`config.mk`:
```
export PLATFORM = sky130hd
export DESIGN_NAME = excess3_serial_decoder
export DESIGN_NICKNAME = d
export VERILOG_FILES = /design/src/rtl/excess3_serial_decoder.sv
export SDC_FILE = /design/constraint.sdc
export NUM_CORES = 1
export LEC_CHECK = 0
export ABC_AREA = 1
export CORE_UTILIZATION = 54
export DETAILED_ROUTE_END_ITERATION = 8
export PLACE_DENSITY = 0.79
export SYNTH_ARGS = -nofsm -noshare
export SYNTH_HDL_FRONTEND = slang
export SYNTH_SLANG_ARGS = --single-unit
```
`constraint.sdc`:
```
create_clock -name clk -period 2.8 [get_ports clk]
set_input_delay 0.28 -clock clk [delete_from_list [all_inputs] [get_ports clk]]
set_output_delay 0.28 -clock clk [all_outputs]
set_load 0.01 [all_outputs]
```
`src/rtl/excess3_serial_decoder.sv`:
```
// Serial Excess-3 to BCD decoder: assembles LSB-first 4-bit codes, decodes them
// and queues {bcd, err} in a small output FIFO with drop-on-full and status counters.
module excess3_serial_decoder #(
    parameter int DEPTH = 4
) (
    input  logic       clk,
    input  logic       rst_n,
    input  logic       bit_in,
    input  logic       bit_valid,
    input  logic       clr,
    output logic [3:0] bcd_out,
    output logic       err_out,
    output logic       out_valid,
    input  logic       out_ready,
    output logic       overflow,
    output logic [7:0] digit_count,
    output logic [7:0] err_count
);

    localparam int AW = (DEPTH > 1) ? $clog2(DEPTH) : 1;
    localparam logic [AW:0] FULL_CNT = (AW + 1)'(DEPTH);

    logic [1:0]    bit_cnt;
    logic [3:0]    shreg;
    logic [4:0]    mem [DEPTH];
    logic [AW-1:0] wr_ptr;
    logic [AW-1:0] rd_ptr;
    logic [AW:0]   fifo_cnt;

    logic       sample;
    logic       complete;
    logic [3:0] code;
    logic [3:0] dec_bcd;
    logic       dec_err;
    logic       full;
    logic       pop;
    logic       push;
    logic       drop;

    assign sample   = bit_valid && !clr;
    assign complete = sample && (bit_cnt == 2'd3);
    // The final bit goes straight into the decode so the push happens this cycle.
    assign code     = {bit_in, shreg[2:0]};

    always_comb begin
        dec_bcd = 4'hF;
        dec_err = 1'b1;
        if (code >= 4'd3 && code <= 4'd12) begin
            dec_bcd = code - 4'd3;
            dec_err = 1'b0;
        end
    end

    assign out_valid = (fifo_cnt != '0);
    assign full      = (fifo_cnt == FULL_CNT);
    assign pop       = out_valid && out_ready;
    // A full FIFO still takes the new digit when the head leaves in the same cycle.
    assign push      = complete && (!full || pop);
    assign drop      = complete && full && !pop;

    assign bcd_out = out_valid ? mem[rd_ptr][4:1] : 4'h0;
    assign err_out = out_valid ? mem[rd_ptr][0]   : 1'b0;

    always_ff @(posedge clk) begin
        if (!rst_n) begin
            bit_cnt     <= 2'd0;
            shreg       <= 4'h0;
            wr_ptr      <= '0;
            rd_ptr      <= '0;
            fifo_cnt    <= '0;
            overflow    <= 1'b0;
            digit_count <= 8'd0;
            err_count   <= 8'd0;
        end else begin
            if (clr) begin
                bit_cnt <= 2'd0;
                shreg   <= 4'h0;
            end else if (sample) begin
                shreg[bit_cnt] <= bit_in;
                bit_cnt        <= bit_cnt + 2'd1;
            end

            if (push) begin
                mem[wr_ptr] <= {dec_bcd, dec_err};
                wr_ptr      <= wr_ptr + 1'b1;
            end
            if (pop) begin
                rd_ptr <= rd_ptr + 1'b1;
            end
            if (push && !pop) begin
                fifo_cnt <= fifo_cnt + 1'b1;
            end else if (pop && !push) begin
                fifo_cnt <= fifo_cnt - 1'b1;
            end

            if (drop) begin
                overflow <= 1'b1;
            end
            if (complete) begin
                digit_count <= digit_count + 8'd1;
                if (dec_err && err_count != 8'hFF) begin
                    err_count <= err_count + 8'd1;
                end
            end
        end
    end

endmodule

```
Yosys cells after proc, flatten, opt, wreduce, memory -nomap -nowiden
Memories as Yosys holds them, arrays and structs flattened. A register that Yosys moved wholly into a read port is not among the register bits.
Cells that the tools add are included.
{"block": "classes", "n_eq_ne": 3, "addsub": 8, "order_cmp": 4, "reduce_logical": 20, "n_bitwise": 1, "n_mux": 14}
{"op": "adder 8 x 1 -> 8 bit, second input constant", "n": 2}
{"op": "logical AND 1 bit", "n": 11}
{"op": "2-to-1 mux 4 bit", "n": 2}
{"op": "!= test 8 bit, second input constant", "n": 1}
{"op": "adder 2 x 1 -> 2 bit, second input constant", "n": 3}
{"op": "2-to-1 mux 1 bit", "n": 6}
{"op": "2-to-1 mux 3 bit", "n": 2}
{"op": "bitwise mux 4 bit", "n": 1}
{"op": ">= comparator 4 x 2 -> 1 bit, second input constant", "n": 1}
{"op": "less-or-equal comparator 4 bit, second input constant", "n": 1}
{"op": "zero test 1 bit", "n": 4}
{"op": "2-to-1 mux 2 bit", "n": 2}
{"op": "subtractor 4 x 2 -> 4 bit, second input constant", "n": 1}
{"op": "adder 3 x 1 -> 3 bit, second input constant", "n": 1}
{"op": "== test 3 bit, second input constant", "n": 1}
{"op": "less-than comparator 2 x 3 -> 1 bit, second input constant", "n": 1}
{"op": "nonzero test 3 bit", "n": 1}
{"op": "subtractor 3 x 1 -> 3 bit, second input constant", "n": 1}
{"op": "demux 1 bit (select 2 bit)", "n": 1}
{"op": "== test 2 bit, second input constant", "n": 1}
{"op": ">= comparator 2 x 1 -> 1 bit, second input constant", "n": 1}
{"op": "AND reduction 2 bit", "n": 1}
{"op": "nonzero test 2 bit", "n": 1}
{"op": "OR reduction 2 bit", "n": 1}
{"op": "other kinds (2)", "n": 2}
{"block": "word_totals", "input_bits": 6, "reg_bits": 30, "ram_bits": 20, "mem_count": 1}
{"name": "mem", "words": 4, "word_bits": 5, "read_ports": 1, "rd_ports_with_merged_regs": 1, "write_ports": 1, "line": "25", "text": "logic [4:0] mem [DEPTH];"}

Longest topological paths before layout
{"block": "depth", "depth_word": 8, "mapped_depth": 13, "mapped_depth_nobuf": 13}

Least setup slack after synthesis
OpenSTA, ideal clock, no wires.
{"block": "synth_timing", "path_type": "register -> register", "startpoint": "reg bit_cnt[0]", "endpoint": "reg fifo_cnt[2]", "stages_incl_launch_ff": 14, "path_buffers": 0, "period_less_slack_ps": 1865, "t_arrival_ps": 1795, "required_ps": 2730, "path_slack_ps": 935, "cell_sequence": "dfxtp_1 ha_1 nand3_2 inv_2 nand2_1 inv_1 ha_1 inv_1 fa_1 nor2_1 nor2_1 nand2_1 o21ai_0 a21oi_1"}
{"block": "synth_between", "elab_chain_len": 6, "elab_cells_between_ends": 8}
{"item": "start: declaration", "line": "23", "text": "logic [1:0] bit_cnt;"}
{"item": "start signal: assignment", "line": "80", "text": "bit_cnt <= bit_cnt + 2'd1;"}
{"item": "== test 2 bit *", "line": "41", "text": "assign complete = sample && (bit_cnt == 2'd3);"}
{"item": "logical AND 1 bit *", "line": "41"}
{"item": "logical AND 1 bit *", "line": "58", "text": "assign push = complete && (!full || pop);"}
{"item": "zero test 1 bit", "line": "92", "text": "end else if (pop && !push) begin"}
{"item": "logical AND 1 bit", "line": "92"}
{"item": "nonzero test 2 bit (no line)"}
{"item": "end signal: assignment", "line": "91", "text": "fifo_cnt <= fifo_cnt + 1'b1;"}
{"item": "end signal: assignment", "line": "93", "text": "fifo_cnt <= fifo_cnt - 1'b1;"}
{"item": "end: declaration", "line": "28", "text": "logic [AW:0] fifo_cnt;"}
Every way passes the cells marked *; elsewhere a longest branch is shown, timed or not.
A chain may end at the register's enable or synchronous reset.

==> flow_summary.ini <==
[global_route]
antenna_found_initial = 0
grt_first_pass_wirelength_mm = 7.57
track_usage_pct = 19.8
grt_overflow = 0
grt_max_degree = 16
grt_pass1_vias = 1742

[setup_path]
reg2reg_setup_slack_ps = 690
reg2reg_depth = 13
crit_arrival_ps = 1960
crit_type = flip-flop to primary output
crit_fanout = 11
r2r-end = fifo_cnt[2]
worstSetupStartpointType = flip-flop
cp.required_ps = 2520
r2r-start = bit_cnt[0]
endpoint_kind = primary output

[pwr]
p_clk_share_pct = 23.9
vdd_drop_max_uv = 280
combPwrFrac_pct = 26.2
p_leak_uw = 0.00112
seq_power_share_pct = 49.9
internal_power_uw = 1190
switchingPower_uw = 523
swShare_pct = 30.6
powerDensity_mw_per_mm2 = 590

[sta]
period_share_pct = 79.9
holdWs_ps = 464
slew_headroom_pct = 64.0
finalSetupViolCount = 0
rsz0062_at_grt = no
worstMarginPinSlew_ps = 538
hold_viol = 0
fmax_mhz = 447
slew_violations = 0
clock_skew_ps = 5.02
period_minus_slack_ps = 2240
tns_ps = 0

[routing]
drt_iter0_markers = 194
drcViolationCount = 0
vias = 1964
dr.pass1.iters = 4
ant_nets = 0
routedWlPerCell_um = 11.6
routed_wl_mm = 4.48
vias_per_cell = 5.10

[synthesis]
synth.distinct_cells = 29
ys_warn_count = 0
synth.area.top_cells = dfxtp_1, edfxtp_1, nand2_1
synthCells = 299
synth_common_cells = nand2_1, nor2_1, inv_1, a21oi_1, dfxtp_1
synth_fa_ha_area_share_pct = 7.38
synth_area_leader_cell = dfxtp_1
synth_xor_area_share_pct = 1.06
ys.flop_type = dfxtp_1
seq_area_frac_synth_pct = 49.3
synth_area_per_cell_um2 = 8.28
synth_most_common_cell = nand2_1
ys_async_sr_fraction_pct = 0
synthSimpleGateAreaFrac_pct = 22.9
synth_mux_area_share_pct = 0
synth-compound-area-share_pct = 12.0
synth_area_mm2 = 0.00247
ys_seq_elements = 51
synth_nets = 319
synth_edf_count = 20
yosysTopAreaCellShare_pct = 25.1
synth_top_family_by_area = simple AND/OR/NAND/NOR gates

[floorplanning]
initial_core_util_pct = 56.4
dieWidth_um = 69.7
io_pins = 29
fp-row-count = 24
die_h_um = 69.7
design.die.area_mm2 = 0.00486
fp.coreArea_mm2 = 0.00438

[layout]
finalNetCount = 352
fin_cells = 385
antenna_cells = 0
drive_gt1_share_pct = 6.61
area_growth_pct = 17.0

[job]
maxCapViolCount = 0

[placement]
dpl.hpwl_mm = 3.33
dp.cells = 377
place_congestion = 0.791
portBuffers = 28

[clocking]
cts.sinks = 51
cts_resized = 0
cts_hold_buf = 0
clock-root-buffer = clkbuf_8
postCtsSetupRepairBufs = 0
cts_tree = yes
worstSkewPairLatency_ps = 300
clk_pin_slew_ps = 90
numCtsBuffers = 5
htree_levels = 2
cts_buffer_depth = 2

[hold_path]
hold_path_startpoint = rd_ptr[1]
whs_path_depth = 2
hp-class = flip-flop to flip-flop

[outcome]
outcome = complete, no violations
-- registers in the layout, indices dropped and copies added (netlist names), named ones only --
register / flops
bit_cnt: 2
overflow: 1
wr_ptr: 2
mem: 20
fifo_cnt: 3
shreg: 3
rd_ptr: 2
digit_count: 8
err_count: 8
-- layer usage --
layer | track usage, % | share of wire (%) | vias up
li1 | - | - | 1031
met1 | 26.8 | 46 | 868
met2 | 31.1 | 46 | 58
met3 | 4.51 | 5.5 | 7
met4 | 7.78 | 2.1 | 0
met5 | 0 | 0 | -
-- critical path: stages, from the launching register on --
cell and delay, ps:
dfxtp_1 560, nor2_1 130, nor2_1 160, o21ai_0 120, a21oi_1 140, clkdlybuf4s50_1 540
-- how the worst max path moves through the flow --
stage                  end  cells after the start
6_report           err_out                      5
5_1_grt            err_out                      5
4_1_cts            err_out                      5
3_5_place_dp   fifo_cnt[2]                     12
3_3_place_gp   fifo_cnt[2]                     13
2_1_floorplan  fifo_cnt[2]                     13
-- layout make-up --
class / count / area (um2)
Tap cell: 52 / 65.1
Clock inverter: 2 / 12.5
Clock buffer: 6 / 72.6
Multi-Input combinational cell: 202 / 1070
Timing Repair Buffer: 30 / 295
Inverter: 42 / 158
Sequential cell: 51 / 1220
Fill cell: 357 / 1490
-- power by group through the flow --
| stage | Sequential, uW | Clock [uW] | Combinational [uW] |
|---|---|---|---|
| after global placement | 868 | 0 | 433 |
| final | 852 | 409 | 447 |
| after detailed placement | 869 | 0 | 443 |
| after floorplan | 848 | 0 | 271 |
| after global routing | 860 | 446 | 502 |
| after CTS | 851 | 422 | 447 |
-- cell families after synthesis --
logic type                 after synthesis
buffers and inverters                   46
AOI/OAI and AO/OA                       58
DFF                                     51
and+or+nand+nor                        127
xor gates and xnor gates                 3
adders and majority gates               14
-- through the flow --
step | worst slack, ps | cell area (um2) | util, % | total power [uW]
global placement | 547 | 2810 | 64.1 | 1300
global route | 424 | 2900 | 66.0 | 1810
finish | 563 | 2900 | 66.0 | 1710
CTS | 560 | 2900 | 66.0 | 1720
detailed placement | 428 | 2810 | 64.1 | 1310
floorplan | 935 | 2470 | - | 1120
-- layout by cell type, fill, tap and decap left out, drive strengths merged, types with 2 or more instances in the layout --
cell           instances
ha                    13
nand3                  9
nor3                   2
dfxtp                 31
a21oi                 31
buf                    2
o21ai                 24
clkdlybuf4s50         28
edfxtp                20
nand3b                 2
xor2                   3
clkinv                 2
nand2                 59
inv                   42
nor2                  52
clkbuf                 6
or2                    2
Power figures use the tool's default switching activity.
